## config.mk

```make
export PLATFORM = sky130hd
export DESIGN_NAME = ram_scan_ctrl
export DESIGN_NICKNAME = d
export VERILOG_FILES = /design/src/rtl/ram_ctrl_pkg.sv /design/src/rtl/scan_tick.sv /design/src/rtl/ram_scan_ctrl.sv
export SDC_FILE = /design/constraint.sdc
export NUM_CORES = 1
export LEC_CHECK = 0
export ABC_AREA = 1
export ABC_CLOCK_PERIOD_IN_PS = 5190
export CAP_MARGIN = 20
export CORE_AREA = 2 2 88 90
export DETAILED_ROUTE_END_ITERATION = 8
export DIE_AREA = 0 0 90 92
export GPL_TIMING_DRIVEN = 0
export PLACE_DENSITY = 0.77
export SKIP_CTS_REPAIR_TIMING = 1
export SLEW_MARGIN = 5
export SYNTH_ARGS = -nofsm -noshare
export SYNTH_HDL_FRONTEND = slang
export SYNTH_SLANG_ARGS = --single-unit
```

## constraint.sdc

```tcl
create_clock -name clock -period 5.19 [get_ports clock]
set_clock_uncertainty 0.05 [all_clocks]
set_input_delay 0.7785 -clock clock [delete_from_list [all_inputs] [get_ports clock]]
set_output_delay 0.7785 -clock clock [all_outputs]
set_load 0.02 [all_outputs]
```

## src/rtl/ram_ctrl_pkg.sv

```systemverilog
// ram_ctrl_pkg: definitions shared by the RAM controller and the RAM wrapper.
//   RAM_ADDR_W / RAM_DATA_W : default geometry of the 32x4 single-port RAM.
//   state_t                 : controller FSM states.
package ram_ctrl_pkg;

    localparam int unsigned RAM_ADDR_W = 5;
    localparam int unsigned RAM_DATA_W = 4;

    typedef enum logic [2:0] {
        IDLE,
        WRITE,
        FETCH,
        CAPTURE,
        CLEAR
    } state_t;

endpackage

```

## src/rtl/scan_tick.sv

```systemverilog
// scan_tick: terminal-count counter pacing the auto-scan.
//   clock, resetn : rising-edge clock, asynchronous active-low reset
//   enable        : advance the count by one per cycle
//   clear         : force the count back to 0 (highest priority)
//   accept        : consumer has taken the pending tick; count returns to 0
//   pending       : count sits at SCAN_TICKS-1 and holds there until accepted
module scan_tick #(
    parameter int unsigned SCAN_TICKS = 50000000
) (
    input  logic clock,
    input  logic resetn,
    input  logic enable,
    input  logic clear,
    input  logic accept,
    output logic pending
);

    localparam int unsigned CNT_W = $clog2(SCAN_TICKS);
    localparam logic [CNT_W-1:0] TERM = CNT_W'(SCAN_TICKS - 1);

    logic [CNT_W-1:0] cnt;

    always_ff @(posedge clock or negedge resetn) begin
        if (!resetn) begin
            cnt <= '0;
        end else if (clear || accept) begin
            cnt <= '0;
        end else if (enable && (cnt != TERM)) begin
            cnt <= cnt + 1'b1;
        end
    end

    assign pending = (cnt == TERM);

endmodule

```

## src/rtl/ram_scan_ctrl.sv

```systemverilog
// ram_scan_ctrl: owns the address/data/write-enable inputs of a single-port
// RAM and arbitrates single-word writes, a full clear sweep and a periodic
// auto-scan read. Every completed write or read is latched for display.
//   clock, resetn          : rising-edge clock, asynchronous active-low reset
//   wr_req/wr_addr/wr_data : write request (rising edge) with its address/data
//   clr_req                : clear request (rising edge)
//   scan_en                : level enable for the auto-scan
//   ram_addr/data/wren     : combinational drive into the RAM
//   ram_q                  : RAM read data (valid the cycle after addressing)
//   disp_addr/disp_data    : last captured address/word
//   busy                   : controller is not IDLE
module ram_scan_ctrl
    import ram_ctrl_pkg::*;
#(
    parameter int unsigned ADDR_W     = RAM_ADDR_W,
    parameter int unsigned DATA_W     = RAM_DATA_W,
    parameter int unsigned SCAN_TICKS = 50000000
) (
    input  logic              clock,
    input  logic              resetn,
    input  logic              wr_req,
    input  logic [ADDR_W-1:0] wr_addr,
    input  logic [DATA_W-1:0] wr_data,
    input  logic              clr_req,
    input  logic              scan_en,
    output logic [ADDR_W-1:0] ram_addr,
    output logic [DATA_W-1:0] ram_data,
    output logic              ram_wren,
    input  logic [DATA_W-1:0] ram_q,
    output logic [ADDR_W-1:0] disp_addr,
    output logic [DATA_W-1:0] disp_data,
    output logic              busy
);

    state_t            state_q, state_d;
    logic [ADDR_W-1:0] op_addr, clr_cnt, scan_addr, scan_next;
    logic [DATA_W-1:0] op_data;
    logic              wr_q, clr_q;
    logic              wr_rise, clr_rise;
    logic              tick_pending, tick_accept;

    // Edge registers reset high so a request held through reset is ignored.
    assign wr_rise   = wr_req & ~wr_q;
    assign clr_rise  = clr_req & ~clr_q;
    assign scan_next = scan_addr + 1'b1;

    scan_tick #(
        .SCAN_TICKS(SCAN_TICKS)
    ) u_tick (
        .clock  (clock),
        .resetn (resetn),
        .enable ((state_q == IDLE) && scan_en),
        .clear  (~scan_en),
        .accept (tick_accept),
        .pending(tick_pending)
    );

    always_comb begin
        state_d     = state_q;
        ram_addr    = op_addr;
        ram_data    = '0;
        ram_wren    = 1'b0;
        tick_accept = 1'b0;
        case (state_q)
            IDLE: begin
                if (clr_rise) begin
                    state_d = CLEAR;
                end else if (wr_rise) begin
                    state_d = WRITE;
                end else if (tick_pending) begin
                    state_d     = FETCH;
                    tick_accept = 1'b1;
                end
            end
            WRITE: begin
                ram_wren = 1'b1;
                ram_data = op_data;
                state_d  = CAPTURE;
            end
            FETCH:   state_d = CAPTURE;
            CAPTURE: state_d = IDLE;
            CLEAR: begin
                ram_wren = 1'b1;
                ram_addr = clr_cnt;
                if (clr_cnt == '1) begin
                    state_d = IDLE;
                end
            end
            default: state_d = IDLE;
        endcase
    end

    assign busy = (state_q != IDLE);

    always_ff @(posedge clock or negedge resetn) begin
        if (!resetn) begin
            state_q   <= IDLE;
            op_addr   <= '0;
            op_data   <= '0;
            clr_cnt   <= '0;
            scan_addr <= '0;
            disp_addr <= '0;
            disp_data <= '0;
            wr_q      <= 1'b1;
            clr_q     <= 1'b1;
        end else begin
            state_q <= state_d;
            wr_q    <= wr_req;
            clr_q   <= clr_req;
            case (state_q)
                IDLE: begin
                    if (clr_rise) begin
                        clr_cnt <= '0;
                    end else if (wr_rise) begin
                        op_addr <= wr_addr;
                        op_data <= wr_data;
                    end else if (tick_pending) begin
                        scan_addr <= scan_next;
                        op_addr   <= scan_next;
                    end
                end
                CAPTURE: begin
                    disp_data <= ram_q;
                    disp_addr <= op_addr;
                end
                CLEAR: begin
                    clr_cnt <= clr_cnt + 1'b1;
                    if (clr_cnt == '1) begin
                        scan_addr <= '0;
                        op_addr   <= '0;
                        disp_addr <= '0;
                        disp_data <= '0;
                    end
                end
                default: ;
            endcase
        end
    end

endmodule

```

==> out/metrics.cfg <==
[status]
status = completed

[synthesis]
yosysWarnings = 0
ys_seq_area_frac = 0.412
synthTopCellsByCount = 159 x nand2_1, 79 x nor2_1, 67 x nand3_1, 57 x dfrtp_1, 57 x inv_1
synthCells = 521
syn_nets = 543
async_flop_share = 1.00
synthTopCellsByArea = dfrtp_1 40%, nand2_1 17%, nand3_1 9.3%, nor2_1 8.3%, inv_1 6.0%
synth_edf_count = 0
syn_avg_cell_area_um2 = 6.89
synth_top_area_share = 0.397
ys_seq_elements = 59
synthFlopType = dfrtp_1
yosysUniqueCellTypes = 28
synth.most_common_cell = nand2_1
synth_area_um2 = 3590
synth_area_leader_cell = dfrtp_1

[timing]
max_freq_mhz = 302
layout_min_cycle_time_ns = 3.31
slew_violations = 0
finalHoldViolCount = 0
fin_ws_ns = 1.88
setup_viol = 0
rsz0062_at_grt = no
slew_headroom = 0.531
worstMarginPinSlew_ns = 0.703
setup_tns_ns = 0
post-route-period-util = 0.638

[global_routing]
grt_usage = 0.229
grt_pass1_wl_um = 15200
grt-ovfl-total = 0
first_global_vias = 3276
grt_max_degree = 31
grt_antenna_before_repair = 0

[setup_path]
arrival_ns = 2.48
setup.worst_path.start_class = flop
cpMaxStageDelayCell = clkdlybuf4s50_1
crit_type = reg -> out
crit_fanout = 10
endpoint_kind = output pin
critPathRequiredTime_ns = 4.36
crit_chain = inv_2 > nand2_1 > nor2_1 > clkinv_1 > clkbuf_1 > o21ai_0 > clkdlybuf4s50_1
worst_path_largest_cell_delay_ns = 0.64

[floorplan]
ioPinCount = 38
start_util = 0.482
die_area_um2 = 8280
die_h_um = 92
die_w_um = 90
coreArea_um2 = 7450
rows = 32

[route]
detail-route-antenna-nets = 0
first_iter_violations = 195
totalWireLength_um = 8660
first_pass_iters = 5
routed_wire_length_per_instance_um = 12.8
drc = 0
vias = 3431
via_per_inst = 5.07

[layout]
nNetsFinal = 592
fill_cells = 688
area_delta_synth_final_pct = 20.1
post-route-util = 0.579
diodes = 0
drive_above_1_share = 0.0887

[placed_design]
place.gp.congestion = 0.935
hpwlAfterDp_um = 6490
port_buffers = 37
dpl_worst_slack_ns = 2.25

[cts]
cts_root_buffer = clkbuf_8
cts_tree = built
numClockSinks = 59
cts.htree.levels = 3
clk_path_buf_depth = 2
insertion_delay_ns = 0.34
cts.clk_slew.worst_paths_ns = 0.07
cts_buffers = 9

[worst_hold_path]
hold_class = in -> async

[power]
p_leak_nw = 2.08
p_total_mw = 1.81
irDropWorstVdd_mv = 0.161
powerDensity_nw_per_um2 = 421

[job]
drv_cap = 0

final cells by class:
| cell class | instances | area, um2 | area share |
|---|---|---|---|
| Buffer | 13 | 90.1 | 0.0209 |
| Clock buffer | 11 | 131 | 0.0305 |
| Clock inverter | 5 | 77.6 | 0.0180 |
| Inverter | 63 | 236 | 0.0548 |
| Multi-Input combinational cell | 386 | 1790 | 0.414 |
| Sequential cell | 59 | 1480 | 0.343 |
| Tap cell | 102 | 128 | 0.0296 |
| Timing Repair Buffer | 38 | 385 | 0.0894 |
worst max-delay path, delay by kind of cell, from the launching register on:
| kind | cells | cell delay, ns |
|---|---|---|
| AO/OA/AOI/OAI | 1 | 0.23 |
| flip-flops | 1 | 0.39 |
| buffers and inverters | 4 | 1.28 |
| AND/OR/NAND/NOR | 2 | 0.24 |
routing by layer:
metal	wire [um]	vias to the layer above	global-route usage	share of wire
met4	122	0	0.0795	0.014
met5	0	-	0	0
met3	458	11	0.0468	0.053
met2	3990	96	0.377	0.46
li1	-	1731	-	-
met1	4090	1593	0.303	0.47
state kept, by name (all words and copies together) (netlist names):
| signal | count |
|---|---|
| op_addr | 5 |
| disp_addr | 5 |
| clr_cnt | 5 |
| u_tick.cnt | 26 |
| op_data | 4 |
| disp_data | 4 |
| scan_addr | 5 |
| state_q | 3 |
| clr_q | 1 |
| wr_q | 1 |
through the flow:
stage | std cells | instance area, um2 | hold slack, ns
after global placement | 660 | 4090 | 0.441
final | 677 | 4310 | 0.424
after global routing | 677 | 4310 | 0.485
after CTS | 677 | 4310 | 0.451
after detailed placement | 661 | 4100 | 0.447
after floorplan | 521 | 3590 | 0.414
final timing paths:
check | startpoint | end | slack, ns | depth (start not counted)
min | resetn | clr_cnt[2] | 0.42 | 1
min in group clock | scan_addr[4] | scan_addr[4] | 0.46 | 2
min reg2reg | scan_addr[4] | scan_addr[4] | 0.46 | 2
max | state_q[1] | ram_addr[2] | 1.88 | 7
max reg2reg | u_tick.cnt[0] | u_tick.cnt[12] | 3.15 | 11
max in group asynchronous | resetn | op_data[3] | 4.05 | 2
layout by cell type (no fill, tap or decap):
cell type	count
nand2_1	159
nor2_1	79
nand3_1	67
inv_1	57
dfrtp_1	57
clkdlybuf4s50_1	36
o21ai_0	24
xor2_1	12
clkbuf_8	9
nand4_1	8
clkbuf_1	6
a21oi_1	6
or2_2	5
nand2_2	5
inv_2	4
buf_2	4
buf_6	4
ha_1	4
nor2_2	3
nor3_1	3
clkinv_1	2
nor2_4	2
nand2_4	2
nand3_2	2
buf_4	2
o22ai_1	2
clkinv_2	2
bufinv_16	2
dfstp_2	2
o21a_1	1
o21bai_1	1
o22ai_2	1
clkinvlp_4	1
buf_12	1
power by group:
part,switching (mW),internal (mW)
Sequential,0.0752,0.568
Combinational,0.430,0.283
Clock,0.189,0.269
cell families after synthesis:
kind of cell	after synthesis	synth area share
and+or+nand+nor	335	0.401
adders and majority gates	4	0.0139
buffers and inverters	76	0.0909
DFF	59	0.412
AOI/OAI and AO/OA	35	0.0530
xor gates and xnor gates	12	0.0293
No activity file was read; power rests on OpenSTA's default activity.
